File: config.mk
export PLATFORM = sky130hd
export DESIGN_NAME = alu_control_mc
export DESIGN_NICKNAME = d
export VERILOG_FILES = /design/src/rtl/alu_control_mc.sv
export SDC_FILE = /design/constraint.sdc
export NUM_CORES = 1
export LEC_CHECK = 0
export CAP_MARGIN = 40
export CELL_PAD_IN_SITES_DETAIL_PLACEMENT = 2
export CELL_PAD_IN_SITES_GLOBAL_PLACEMENT = 2
export CORE_ASPECT_RATIO = 0.9
export CORE_UTILIZATION = 31
export CTS_BUF_LIST = sky130_fd_sc_hd__clkbuf_16
export DETAILED_ROUTE_END_ITERATION = 12
export PLACE_DENSITY_LB_ADDON = 0.1
export SKIP_CTS_REPAIR_TIMING = 1
export SKIP_LAST_GASP = 1
export SYNTH_ARGS = -nofsm -noshare
export SYNTH_HDL_FRONTEND = slang
export SYNTH_SLANG_ARGS = --single-unit
export TNS_END_PERCENT = 50
File: constraint.sdc
create_clock -name clk_i -period 2.19 [get_ports clk_i]
set_input_delay 0.438 -clock clk_i [delete_from_list [all_inputs] [get_ports clk_i]]
set_output_delay 0.438 -clock clk_i [all_outputs]
set_load 0.01 [all_outputs]
File: src/rtl/alu_control_mc.sv
// ALU control decoder for the RISC-V pipeline. It registers the ALU control code and
// sequences the iterative MUL/DIV/REM unit with a hold/stall down-counter.
module alu_control_mc #(
  parameter int CTRL_W  = 4,
  parameter int MUL_LAT = 3,
  parameter int DIV_LAT = 8,
  parameter int SCNT_W  = 16
) (
  input  logic              clk_i,
  input  logic              rst_i,
  input  logic              flush_i,
  input  logic              valid_i,
  input  logic [9:0]        funct_i,
  input  logic [2:0]        ALUOp_i,
  output logic              ready_o,
  output logic [CTRL_W-1:0] ALUCtrl_o,
  output logic              ctrl_valid_o,
  output logic              illegal_o,
  output logic              stall_o,
  output logic              done_o,
  output logic [SCNT_W-1:0] stall_cnt_o
);

  localparam int CNT_W = $clog2(255) + 1;

  typedef enum logic {IDLE = 1'b0, BUSY = 1'b1} state_t;

  typedef struct packed {
    logic [3:0] code;
    logic       ill;
    logic       is_mul;
    logic       is_div;
  } dec_t;

  state_t              state_q, state_d;
  logic [CNT_W-1:0]    cnt_q, cnt_d;
  logic [CTRL_W-1:0]   ctrl_q, ctrl_d;
  logic                vld_q, vld_d;
  logic                ill_q, ill_d;
  logic [SCNT_W-1:0]   scnt_q, scnt_d;
  logic                accept_s;
  dec_t                dec_s;

  function automatic dec_t decode(input logic [2:0] op, input logic [9:0] fn);
    dec_t d;
    d = '{code: 4'hF, ill: 1'b1, is_mul: 1'b0, is_div: 1'b0};
    case (op)
      3'b000: begin
        case (fn)
          10'h007: d = '{code: 4'h0, ill: 1'b0, is_mul: 1'b0, is_div: 1'b0};
          10'h004: d = '{code: 4'h1, ill: 1'b0, is_mul: 1'b0, is_div: 1'b0};
          10'h001: d = '{code: 4'h2, ill: 1'b0, is_mul: 1'b0, is_div: 1'b0};
          10'h000: d = '{code: 4'h3, ill: 1'b0, is_mul: 1'b0, is_div: 1'b0};
          10'h100: d = '{code: 4'h4, ill: 1'b0, is_mul: 1'b0, is_div: 1'b0};
          10'h008: d = '{code: 4'h5, ill: 1'b0, is_mul: 1'b1, is_div: 1'b0};
          10'h00C: d = '{code: 4'hB, ill: 1'b0, is_mul: 1'b0, is_div: 1'b1};
          10'h00E: d = '{code: 4'hC, ill: 1'b0, is_mul: 1'b0, is_div: 1'b1};
          default: d = '{code: 4'hF, ill: 1'b1, is_mul: 1'b0, is_div: 1'b0};
        endcase
      end
      3'b001: begin
        // I-type ignores funct7 so SRAI's 0x20 funct7 still decodes
        case (fn[2:0])
          3'b000:  d = '{code: 4'h6, ill: 1'b0, is_mul: 1'b0, is_div: 1'b0};
          3'b101:  d = '{code: 4'h7, ill: 1'b0, is_mul: 1'b0, is_div: 1'b0};
          3'b001:  d = '{code: 4'hD, ill: 1'b0, is_mul: 1'b0, is_div: 1'b0};
          default: d = '{code: 4'hF, ill: 1'b1, is_mul: 1'b0, is_div: 1'b0};
        endcase
      end
      3'b010:  d = '{code: 4'h8, ill: 1'b0, is_mul: 1'b0, is_div: 1'b0};
      3'b011:  d = '{code: 4'h9, ill: 1'b0, is_mul: 1'b0, is_div: 1'b0};
      3'b100:  d = '{code: 4'hA, ill: 1'b0, is_mul: 1'b0, is_div: 1'b0};
      default: d = '{code: 4'hF, ill: 1'b1, is_mul: 1'b0, is_div: 1'b0};
    endcase
    return d;
  endfunction

  assign stall_o      = (state_q == BUSY) && (cnt_q != {CNT_W{1'b0}});
  assign done_o       = (state_q == BUSY) && (cnt_q == {CNT_W{1'b0}});
  assign ready_o      = ~stall_o;
  assign ALUCtrl_o    = ctrl_q;
  assign ctrl_valid_o = vld_q;
  assign illegal_o    = ill_q;
  assign stall_cnt_o  = scnt_q;

  assign dec_s    = decode(ALUOp_i, funct_i);
  assign accept_s = valid_i & ready_o & ~flush_i;

  // Next-state: flush beats accept; accept in the done cycle replaces the finished op
  always_comb begin
    state_d = state_q;
    cnt_d   = cnt_q;
    ctrl_d  = ctrl_q;
    vld_d   = vld_q;
    ill_d   = ill_q;
    if (flush_i) begin
      state_d = IDLE;
      cnt_d   = {CNT_W{1'b0}};
      ctrl_d  = CTRL_W'(4'hF);
      vld_d   = 1'b0;
      ill_d   = 1'b0;
    end else if (accept_s) begin
      ctrl_d = CTRL_W'(dec_s.code);
      vld_d  = 1'b1;
      ill_d  = dec_s.ill;
      if (dec_s.is_mul) begin
        state_d = BUSY;
        cnt_d   = CNT_W'(MUL_LAT - 1);
      end else if (dec_s.is_div) begin
        state_d = BUSY;
        cnt_d   = CNT_W'(DIV_LAT - 1);
      end else begin
        state_d = IDLE;
        cnt_d   = {CNT_W{1'b0}};
      end
    end else if (stall_o) begin
      cnt_d = cnt_q - CNT_W'(1);
    end else begin
      state_d = IDLE;
      cnt_d   = {CNT_W{1'b0}};
      vld_d   = 1'b0;
      ill_d   = 1'b0;
    end
  end

  // Saturating stall-cycle counter, deliberately untouched by flush
  always_comb begin
    scnt_d = scnt_q;
    if (stall_o && (scnt_q != {SCNT_W{1'b1}})) begin
      scnt_d = scnt_q + SCNT_W'(1);
    end else begin
      scnt_d = scnt_q;
    end
  end

  // State and output registers
  always_ff @(posedge clk_i or negedge rst_i) begin
    if (!rst_i) begin
      state_q <= IDLE;
      cnt_q   <= {CNT_W{1'b0}};
      ctrl_q  <= CTRL_W'(4'hF);
      vld_q   <= 1'b0;
      ill_q   <= 1'b0;
      scnt_q  <= {SCNT_W{1'b0}};
    end else begin
      state_q <= state_d;
      cnt_q   <= cnt_d;
      ctrl_q  <= ctrl_d;
      vld_q   <= vld_d;
      ill_q   <= ill_d;
      scnt_q  <= scnt_d;
    end
  end

endmodule

## Yosys cells after proc, flatten, opt, wreduce, memory -nomap -nowiden

Index checks and enable logic that the tools add are counted.

- Bitwise logic cells: 4
- Mux-type cells: 19
- Add/sub/neg operators: 2
- Reductions and logical operators: 9
- Equal/unequal tests: 15

Operators by type and width:

| operator | count |
|---|---|
| $pmux W7 S8 | 1 |
| $pmux W7 S5 | 1 |
| $eq A10 B4 Y1 const B | 3 |
| $mux W9 | 3 |
| $pmux W7 S3 | 1 |
| $eq A10 B3 Y1 const B | 2 |
| $add A16 B1 Y16 const B | 1 |
| $ne A16 B16 Y1 const B | 1 |
| $eq A10 B1 Y1 const B | 1 |
| $eq A10 B9 Y1 const B | 1 |
| $logic_not A10 Y1 | 1 |
| $logic_not A9 Y1 | 1 |
| $mux W1 | 9 |
| $reduce_bool A9 Y1 | 1 |
| $sub A9 B1 Y9 const B | 1 |
| $mux W4 | 2 |
| $eq A3 B1 Y1 const B | 2 |
| $eq A3 B2 Y1 const B | 2 |
| $eq A3 B3 Y1 const B | 2 |
| $logic_not A3 Y1 | 2 |
| $mux W3 | 2 |
| $logic_and A1 B1 Y1 | 3 |
| $ne A3 B2 Y1 const B | 1 |
| $and A1 B1 Y1 | 2 |
| other kinds (2) | 3 |

- Input bits: 17
- Output and inout bits: 25
- Flip-flop bits (word level): 32

## Depth between registers and ports, before layout

- Depth in word-level cells: 7
- Gate-level depth with buffers: 9

## Least setup slack after synthesis

OpenSTA, ideal clock, no wires.

- Path type: reg2out
- Start point: reg cnt_q[0]
- End point: out ready_o
- Slack: 0.189 ns
- Arrival time: 1.563 ns
- Required time: 1.752 ns
- Cell stages (with the launch flop): 8
- Path through: dfrtp_1 -> inv_1 -> ha_1 -> or4b_1 -> o21a_1 -> buf_6 -> clkinv_4 -> buf_6

- Cells in the longest elaborated chain, start to end: 3

RTL lines:

| what | line | text |
|---|---|---|
| start: declaration | 36 | `logic [CNT_W-1:0] cnt_q, cnt_d;` |
| start signal: assignment | 140 | `cnt_q <= {CNT_W{1'b0}};` |
| start signal: assignment | 147 | `cnt_q <= cnt_d;` |
| $reduce_bool A9 Y1 | 78 | `assign stall_o = (state_q == BUSY) && (cnt_q != {CNT_W{1'b0}});` |
| $logic_and A1 B1 Y1 | 78 |  |
| via stall_o | 19 | `output logic stall_o,` |
| $not A1 Y1 | 80 | `assign ready_o = ~stall_o;` |
| end: declaration | 15 | `output logic ready_o,` |

The timed path passes the listed nets, and every way through them passes these cells.

## Final worst setup path

- Start point: reg cnt_q[1]
- End point: out done_o

- Cells in the longest elaborated chain, start to end: 2

RTL lines:

| what | line | text |
|---|---|---|
| $logic_not A9 Y1 | 79 | `assign done_o = (state_q == BUSY) && (cnt_q == {CNT_W{1'b0}});` |
| $logic_and A1 B1 Y1 | 79 |  |
| end: declaration | 20 | `output logic done_o,` |

No other way between the ends.

==> out/results.ini <==
[placement]
gp_congestion=0.799
dpl.cell_count=324
port_buffers=41
dpl.hpwl_mm=4.49

[synthesis]
synth_edf_count=0
syn_area_per_cell_sq_um=9.69
yosys_register_bits=32
synth_ff_type=dfrtp_1
ys_types=54
synthCells=197
ys_async_sr_fraction=1.00
synth_nets=216
yosysWarnings=0
synthesis.area_sq_mm=0.00191
ys_seq_area_frac=0.422

[detailed_routing]
first_pass_iters=8
dr_total_vias=1792
met1Wirelength_mm=2.68
wl_per_cell_microns=18.5
postRouteAntennaNets=0
drc=4
wl_met3_microns=156
vias_per_cell=5.37
drt-initial-drc-count=70
wirelength_mm=6.19
top_layer=met4
wl_met2_mm=3.26

[cells_and_area]
fin_cells=334
antennaDiodeCount=0
mostFrequentLayoutCells=clkdlybuf4s50_1 (38), dfrtp_1 (28), buf_4 (27), nand2_1 (19), nor3_1 (14)
nFillCells=600
num-nets-final=282
seq_area_sq_um=806
drive_gt1_frac=0.254
final_common_cell=clkdlybuf4s50_1
multi_input_area_sq_mm=0.00106
synthToLayoutAreaGrowth_pct=43.8

[worst_setup_path]
rrSetupSlack_ps=110
worstReg2RegStart=cnt_q[1]
criticalPathCategory=flip-flop to output pin
r2r_end=ALUCtrl_o[0]
worst_r2r_path_depth=9
startpoint_type=flip-flop
critical_path_required_ps=1750
end_kind=output pin
worstPathMaxFanout=3
arrival_ps=1790

[floorplan]
die_w_microns=84.7
initial_core_util=0.328
io_pins=42
die_area_sq_mm=0.00648
design.core.area_sq_mm=0.00582
chipHeight_microns=76.5
rows=26

[sta]
fin_crit_ps=2230
finalSetupViolCount=1
clock.fmax_mhz=449
drv_slew=0
relSlewSlack=0.699
period_share=1.02
worst_slack_ps=-35.4
worst_slew_pin_slew_ps=451
fin_worst_skew_ps=10.8
rsz0062_at_grt=yes
whs_ps=497
hold_viol_final=0

[min_path]
hold_depth=1
min_to=stall_cnt_o[11]
hp-start=stall_cnt_o[11]
hold_class=flip-flop to flip-flop

[pwr]
vdd_drop_max_uv=273
p_per_area_mw_per_mm2=575
total_leakage_power_nw=1.17

[global_routing]
antenna_found_initial=0
grt_pass1_wl_mm=10.0
grt_pass1_vias=1955
grt-ovfl-total=0
grtUsageTotal=0.196
grt_max_degree=33

[clocking]
cts_tree=built
clk_latency_ps=280
cts_made_buffers=5
cts_htree_levels=2
clk_pin_slew_ps=60
cts_root_buf=clkbuf_16
numClockSinks=32
ctsLongestPathBuffers=2

[run_status]
status=complete, but fails checks
failed_checks=design-rule violations, negative setup slack

[run]
cap_violations=0

[logic make-up (layout without fill, tap and decap cells)]
family / count (synthesis) / in the layout / synth area share
AND/OR/NAND/NOR: 92 / 92 / 0.274
AO/OA/AOI/OAI: 36 / 36 / 0.152
flip-flops: 32 / 32 / 0.422
XOR/XNOR: 21 / 21 / 0.0963
buffers and inverters: 14 / 81 / 0.0426
adder cells (fa/ha/maj): 2 / 2 / 0.0131
[registers in the layout, indices dropped and copies added (netlist names)]
signal / cells
stall_cnt_o: 16
illegal_o: 1
ctrl_valid_o: 1
cnt_q: 9
ALUCtrl_o: 4
state_q: 1
[through the flow]
stage | util | setup slack [ps] | TNS, ps | total power [mW] | instance area, sq um
2_1_floorplan | - | 189 | 0 | 0.697 | 1910
3_3_place_gp | 0.436 | -127 | -453 | 0.792 | 2540
3_5_place_dp | 0.436 | -261 | -1240 | 0.803 | 2540
4_1_cts | 0.464 | -587 | -1610 | 1.59 | 2700
5_1_grt | 0.471 | -153 | -228 | 1.63 | 2750
6_report | 0.471 | -35.4 | -35.4 | 1.58 | 2750
[critical path, stage by stage (launching register included)]
cell and delay (ps):
dfrtp_1 390, inv_2 90, ha_4 150, nand2_1 70, or3_1 350, nor3_2 140, and3b_1 180, clkbuf_2 130
[cell usage after synthesis, types with 3 or more instances]
cell type | number | area (sq um)
clkbuf_1 | 4 | 15.0
nand2_1 | 19 | 71.3
nand3_1 | 9 | 45.0
inv_1 | 4 | 15.0
dfrtp_1 | 28 | 701
nor3_1 | 15 | 75.1
a21oi_2 | 4 | 35.0
nand2b_1 | 3 | 18.8
nor4_1 | 5 | 31.3
nand4_1 | 6 | 37.5
o31ai_1 | 3 | 22.5
dfstp_2 | 4 | 105
nor2_1 | 13 | 48.8
xnor2_1 | 10 | 87.6
xor2_1 | 11 | 96.3
a21oi_1 | 7 | 35.0
o21ai_0 | 4 | 20.0
[power by group]
part           internal, mW  switching [mW]
Sequential            0.603          0.0102
Combinational        0.0863          0.0950
Clock                 0.530           0.254
[how the worst max path moves through the flow]
stage	startpoint	end	depth (start not counted)
2_1_floorplan	cnt_q[0]	ready_o	7
3_3_place_gp	cnt_q[0]	ready_o	6
3_5_place_dp	cnt_q[0]	done_o	7
4_1_cts	cnt_q[1]	done_o	7
5_1_grt	cnt_q[2]	done_o	6
6_report	cnt_q[1]	done_o	7
[area by class of cell]
type | instances | share of cell area
clock buffer | 5 | 0.0456
clock inverter | 3 | 0.0141
inverter | 5 | 0.00866
multi-input combinational | 151 | 0.386
sequential | 32 | 0.294
tap | 70 | 0.0319
timing repair buffer | 68 | 0.220
[routing by layer]
layer  up-vias  track usage
met1       907        0.236
met4         0       0.0458
li1        840            -
met3         9       0.0336
met2        36        0.361
met5         -            0
Note: power is estimated with default switching activity, not from simulation.
